==> config.mk <==
export PLATFORM = sky130hd
export DESIGN_NAME = rv_div_ctrl
export DESIGN_NICKNAME = d
export VERILOG_FILES = /design/src/rtl/rv_div_pkg.sv /design/src/rtl/rv_div_ctrl.sv
export SDC_FILE = /design/constraint.sdc
export NUM_CORES = 1
export LEC_CHECK = 0
export BUFFER_PORTS_ARGS = -buffer_cell sky130_fd_sc_hd__buf_2
export CAP_MARGIN = 40
export CELL_PAD_IN_SITES_DETAIL_PLACEMENT = 1
export CELL_PAD_IN_SITES_GLOBAL_PLACEMENT = 2
export CORE_MARGIN = 10
export CORE_UTILIZATION = 33
export DETAILED_ROUTE_END_ITERATION = 12
export HOLD_SLACK_MARGIN = 0.15
export PLACE_DENSITY_LB_ADDON = 0.1
export SETUP_SLACK_MARGIN = 0.3
export SKIP_LAST_GASP = 1
export SLEW_MARGIN = 20
export SYNTH_ARGS = -nofsm -noshare
export SYNTH_HDL_FRONTEND = slang
export SYNTH_SLANG_ARGS = --single-unit
==> constraint.sdc <==
create_clock -name i_clk -period 3.9 [get_ports i_clk]
set_clock_uncertainty 0.1 [all_clocks]
set_input_delay 0.39 -clock i_clk [delete_from_list [all_inputs] [get_ports i_clk]]
set_output_delay 0.39 -clock i_clk [all_outputs]
set_load 0.01 [all_outputs]
==> src/rtl/rv_div_pkg.sv <==
// Shared types and constants for the iterative RV32M divide controller.
package rv_div_pkg;

    // One state per ALU-sharing step; every work state lasts exactly one cycle.
    typedef enum logic [2:0] {
        IDLE,
        NEG_A,
        NEG_B,
        CMP,
        SUB,
        FIX,
        DONE
    } div_state_t;

    // funct3[1:0] encodings of the four M-extension divide operations.
    localparam logic [1:0] DIV_OP_DIV  = 2'b00;
    localparam logic [1:0] DIV_OP_DIVU = 2'b01;
    localparam logic [1:0] DIV_OP_REM  = 2'b10;
    localparam logic [1:0] DIV_OP_REMU = 2'b11;

    // Architected results for divide-by-zero and signed overflow.
    localparam logic [31:0] DIV_BY_ZERO_Q = 32'hFFFF_FFFF;
    localparam logic [31:0] DIV_OVF_Q     = 32'h8000_0000;

    // DIV and REM are signed; the unsigned variants have funct3[0] set.
    function automatic logic is_signed_op(input logic [1:0] op);
        return ~op[0];
    endfunction

    // REM and REMU return the remainder rather than the quotient.
    function automatic logic is_rem_op(input logic [1:0] op);
        return op[1];
    endfunction

endpackage

==> src/rtl/rv_div_ctrl.sv <==
// Iterative restoring divider controller for DIV/DIVU/REM/REMU that borrows
// the execute-stage ALU for every compare, subtract and sign negation.
`ifndef RV_DEFINES_VH
`define RV_DEFINES_VH
`define ALU_CTRL_ADD  5'd0
`define ALU_CTRL_SUB  5'd1
`define ALU_CTRL_AND  5'd2
`define ALU_CTRL_OR   5'd3
`define ALU_CTRL_XOR  5'd4
`define ALU_CMP_LTU   5'd5
`define ALU_CMP_NLTU  5'd6
`endif

module rv_div_ctrl
    import rv_div_pkg::*;
#(
    parameter int XLEN  = 32,
    parameter int CNT_W = 5
) (
    input  logic            i_clk,
    input  logic            i_reset_n,
    input  logic            i_start,
    input  logic [1:0]      i_op,
    input  logic [XLEN-1:0] i_src_a,
    input  logic [XLEN-1:0] i_src_b,
    input  logic            i_kill,
    output logic            o_busy,
    output logic            o_valid,
    output logic [XLEN-1:0] o_result,
    output logic [XLEN-1:0] o_alu_a,
    output logic [XLEN-1:0] o_alu_b,
    output logic [4:0]      o_alu_ctrl,
    input  logic [XLEN-1:0] i_alu_result
);

    div_state_t       state_q, state_d;
    logic [XLEN-1:0]  q_q, q_d;           // dividend shifting out, quotient shifting in
    logic [XLEN-1:0]  r_q, r_d;           // partial remainder
    logic [XLEN-1:0]  d_q, d_d;           // divisor (magnitude after NEG_B)
    logic [XLEN-1:0]  result_q, result_d;
    logic [1:0]       op_q, op_d;
    logic [CNT_W-1:0] cnt_q, cnt_d;
    logic             neg_q_q, neg_q_d;
    logic             neg_r_q, neg_r_d;

    logic [XLEN-1:0]  rs;
    logic             ge;
    logic             fix_needed;
    logic             start_signed;

    assign rs           = {r_q[XLEN-2:0], q_q[XLEN-1]};
    // A set R[31] means the shifted remainder is a 33-bit value, always >= D.
    assign ge           = r_q[XLEN-1] | i_alu_result[0];
    assign fix_needed   = is_rem_op(op_q) ? neg_r_q : neg_q_q;
    assign start_signed = is_signed_op(i_op);

    assign o_busy   = (state_q != IDLE);
    assign o_valid  = (state_q == DONE);
    assign o_result = result_q;

    // Next-state, datapath updates and ALU drive for the current step.
    always_comb begin
        // NOTE: every signal written here gets a default first, so no path can
        // leave one unassigned and infer a latch.
        state_d    = state_q;
        q_d        = q_q;
        r_d        = r_q;
        d_d        = d_q;
        result_d   = result_q;
        op_d       = op_q;
        cnt_d      = cnt_q;
        neg_q_d    = neg_q_q;
        neg_r_d    = neg_r_q;
        o_alu_a    = '0;
        o_alu_b    = '0;
        o_alu_ctrl = `ALU_CTRL_ADD;

        case (state_q)
            IDLE: begin
                if (i_start && !i_kill) begin
                    q_d     = i_src_a;
                    d_d     = i_src_b;
                    r_d     = '0;
                    op_d    = i_op;
                    cnt_d   = {CNT_W{1'b1}};
                    neg_q_d = start_signed & (i_src_a[XLEN-1] ^ i_src_b[XLEN-1]) & (i_src_b != '0);
                    neg_r_d = start_signed & i_src_a[XLEN-1];
                    if (i_src_b == '0) begin
                        state_d  = DONE;
                        result_d = is_rem_op(i_op) ? i_src_a : DIV_BY_ZERO_Q;
                    end else if (start_signed && i_src_a == DIV_OVF_Q && i_src_b == '1) begin
                        state_d  = DONE;
                        result_d = is_rem_op(i_op) ? '0 : DIV_OVF_Q;
                    end else if (start_signed && i_src_a[XLEN-1]) begin
                        state_d = NEG_A;
                    end else if (start_signed && i_src_b[XLEN-1]) begin
                        state_d = NEG_B;
                    end else begin
                        state_d = CMP;
                    end
                end
            end
            NEG_A: begin
                o_alu_ctrl = `ALU_CTRL_SUB;
                o_alu_b    = q_q;
                q_d        = i_alu_result;
                state_d    = (is_signed_op(op_q) && d_q[XLEN-1]) ? NEG_B : CMP;
            end
            NEG_B: begin
                o_alu_ctrl = `ALU_CTRL_SUB;
                o_alu_b    = d_q;
                d_d        = i_alu_result;
                state_d    = CMP;
            end
            CMP: begin
                o_alu_ctrl = `ALU_CMP_NLTU;
                o_alu_a    = rs;
                o_alu_b    = d_q;
                r_d        = rs;
                q_d        = {q_q[XLEN-2:0], ge};
                if (ge) begin
                    state_d = SUB;
                end else if (cnt_q == '0) begin
                    state_d  = fix_needed ? FIX : DONE;
                    result_d = is_rem_op(op_q) ? r_d : q_d;
                end else begin
                    cnt_d   = cnt_q - CNT_W'(1);
                    state_d = CMP;
                end
            end
            SUB: begin
                o_alu_ctrl = `ALU_CTRL_SUB;
                o_alu_a    = r_q;
                o_alu_b    = d_q;
                r_d        = i_alu_result;
                if (cnt_q == '0) begin
                    state_d  = fix_needed ? FIX : DONE;
                    result_d = is_rem_op(op_q) ? r_d : q_d;
                end else begin
                    cnt_d   = cnt_q - CNT_W'(1);
                    state_d = CMP;
                end
            end
            FIX: begin
                o_alu_ctrl = `ALU_CTRL_SUB;
                o_alu_b    = is_rem_op(op_q) ? r_q : q_q;
                result_d   = i_alu_result;
                state_d    = DONE;
            end
            DONE: begin
                state_d = IDLE;
            end
            default: begin
                state_d = IDLE;
            end
        endcase

        // A flush abandons the operation and leaves the last result visible.
        if (i_kill && state_q != IDLE) begin
            state_d  = IDLE;
            result_d = result_q;
        end
    end

    // State and datapath registers with synchronous active-low reset.
    always_ff @(posedge i_clk) begin
        // NOTE: sequential state uses non-blocking assignments so every register
        // samples the pre-edge values regardless of statement order.
        if (!i_reset_n) begin
            state_q  <= IDLE;
            q_q      <= '0;
            r_q      <= '0;
            d_q      <= '0;
            result_q <= '0;
            op_q     <= DIV_OP_DIV;
            cnt_q    <= '0;
            neg_q_q  <= 1'b0;
            neg_r_q  <= 1'b0;
        end else begin
            state_q  <= state_d;
            q_q      <= q_d;
            r_q      <= r_d;
            d_q      <= d_d;
            result_q <= result_d;
            op_q     <= op_d;
            cnt_q    <= cnt_d;
            neg_q_q  <= neg_q_d;
            neg_r_q  <= neg_r_d;
        end
    end

endmodule

==> metrics <==
outcome finished, final reports clean; hold_buf cts 0; Synth Instances 1,082; count of pins over their slew limit 0; Crit. path cell count 5; total power 4.054 mW; predominant post-synthesis flop cell dfxtp_1; IR drop worst, VDD 197.2 uV; Synth Register Bits 140; Synth Cell Area 8448 um2; Diodes inserted 0; Yosys top cell area share 33.18%; via count of the first global-routing pass 9,513; CTS buffer count 17; Worst EP arrival 2.78 ns; post-synth top area cell dfxtp_1; share of cells above drive strength 1 22.88%; Die Ht 180 um; CTS max path bufs 2; sequential-to-total area share from yosys stat 33.18%; CP cell instances inv_1 -> nand2_1 -> buf_4 -> o21ai_0 -> buf_2; GR Overflow Total 0; vias 9,180; Final Hold Viols 0; CTS tree yes; final setup fails 0; CTS sink count 140; setup bufs post-CTS 0; endpoint class of the critical path output port; Int Pwr 2.866 mW; worst setup margin 0.6268 ns; Worst-path clk slew 0.07 ns; sw power 1.189 mW; sequential power share 39.3%; Post-CTS Resized 0; setup TNS 0 ns; I/O Pins 205; Fillers 3,123; first-pass GRT wire length 59,060 um; Cells after DPL 1,538; leakage 4.049 nW; worst hold path stage count 3; Crit path buffers/inverters 3; Maximum Capacitance Violations 0; slew at the pin with the worst max-slew slack 0.8861 ns; drt pass-1 iters 5; unrepaired setup endpoints after global routing false; Min-Delay Path Class input port to flip-flop; root buf cell clkbuf_16; R2R cell count 8; CP max FO 24; Slew HR 40.38%; Core Area 25,180 um2; Setup CP Type flip-flop to output port; Clock Power Share 44.5%; f_max 305.5 MHz; Die W 180 um; asr flop ratio synth 0%; initial antenna violation count 2; port buffer count 202; fin cells 1,571; sw frac 29.32%; syn avg cell area 7.808 um2; slowest CP cell dfxtp_2; CP Launch Type flip-flop; Largest stage delay, worst path 0.76 ns; ranking of synthesized cells by area dfxtp_1 (33%), mux2i_1 (12%), a211oi_1 (8.6%), nor2_1 (6.5%), a21oi_1 (6.4%); Cell Pwr Density 390.1 nW/um2; initial core utilization 33.55%; cell family with most CP delay flip-flops; largest net degree at the start of global routing 73; unique cell type count in the Yosys netlist 49; most frequent cells in the layout buf_2 (202), nor2_1 (145), dfxtp_1 (137), a21oi_1 (108), mux2i_1 (98); Die ar. 32,400 um2; Min Clock Period, post-route 3.273 ns; DRC viols 0; GRT Total Usage 22.84%; Req. time, crit path 3.41 ns; insertion delay to the later sink of the worst-skew pair 0.43 ns; # rows 58; DR WL/cell 24.53 um; Area Overhead vs Synth 23.03%; DRT Wirelength 38,540 um; period utilization 83.93%; Via density 5.843; Syn. warnings 0; Nets 1,332; Place WS 0.9442 ns; combinational fraction of design power 16.2%; gp weighted congestion 0.8777; EDFF count, synth 0; 1st-iter DRT viols 885; H-tree levels 4; most common cell after layout, fill and taps aside buf_2; dpl hpwl 27,570 um; residual antenna-violating net count after detailed routing 0
## worst min-delay path, stage by stage
cell	delay, ns
buf_2	0.10
inv_4	0.07
nor2_1	0.10
## synth_stat cells, types with 2 or more instances
cell	instances
a211oi_1	97
a21o_1	2
a21oi_1	108
a222oi_1	32
a22o_1	33
a22oi_1	31
a311oi_1	3
and4_1	2
buf_1	20
buf_2	9
buf_4	9
clkbuf_1	70
dfxtp_1	140
ha_1	2
inv_1	7
mux2i_1	98
nand2_1	79
nand2b_1	35
nand4_1	10
nor2_1	147
nor2b_1	2
nor3_1	6
nor3b_1	4
nor4_1	14
o21ai_0	97
xnor2_1	2
## sequential cells by signal, summed over array words and instances (netlist names)
signal,flops
q_q,32
neg_r_q,1
r_q,32
cnt_q,5
o_result,32
neg_q_q,1
op_q,2
state_q,3
d_q,32
## worst paths after layout
| check | from | slack, ns | to |
|---|---|---|---|
| hold / removal | i_reset_n | 0.16 | q_q[1] |
| setup reg to reg | state_q[0] | 0.93 | o_result[21] |
| hold reg to reg | cnt_q[3] | 0.40 | cnt_q[3] |
| setup / recovery | state_q[1] | 0.63 | o_alu_b[22] |
## kinds of logic after synthesis
kind of cell    after synthesis  synth area share [%]
compound gates              412                 32.39
simple gates                311                 16.59
flops                       140                 33.18
buf+inv                     116                 5.687
mux                          98                 11.61
fa+ha+maj                     2                0.2962
xor+xnor                      2                0.2074
other cells                   1               0.04439
## layer usage
layer	track usage (%)	wire length [um]
met3	5.141	2288
met2	37.41	18230
met5	0	7
met1	29.97	17630
met4	4.830	386
## power by group through the flow
stage	clock, mW	combinational, mW	sequential [mW]
finish	1.80	0.657	1.59
global route	1.91	0.727	1.60
CTS	1.84	0.656	1.59
detailed placement	0	0.653	1.62
global placement	0	0.645	1.62
floorplan	0	0.394	1.60
## metrics by stage
stage | instance area (um2) | utilization (%) | hold WS [ns]
floorplan | 8452 | - | 0.3497
global placement | 9722 | 38.61 | 0.3697
detailed placement | 9722 | 38.61 | 0.3842
CTS | 10370 | 41.17 | 0.1567
global route | 10390 | 41.28 | 0.1603
finish | 10390 | 41.28 | 0.1648
## area by class of cell
| type | instances | area [um2] | area share, % |
|---|---|---|---|
| repair buffers | 234 | 1296 | 12.47 |
| clock buffers | 20 | 456.7 | 4.394 |
| well taps | 330 | 412.9 | 3.973 |
| inverters | 8 | 32.53 | 0.3130 |
| multi-input cells | 827 | 5201 | 50.04 |
| clock inverters | 12 | 187.7 | 1.806 |
| flip-flops and latches | 140 | 2806 | 27.00 |
Note: power is estimated with default switching activity, not from simulation.
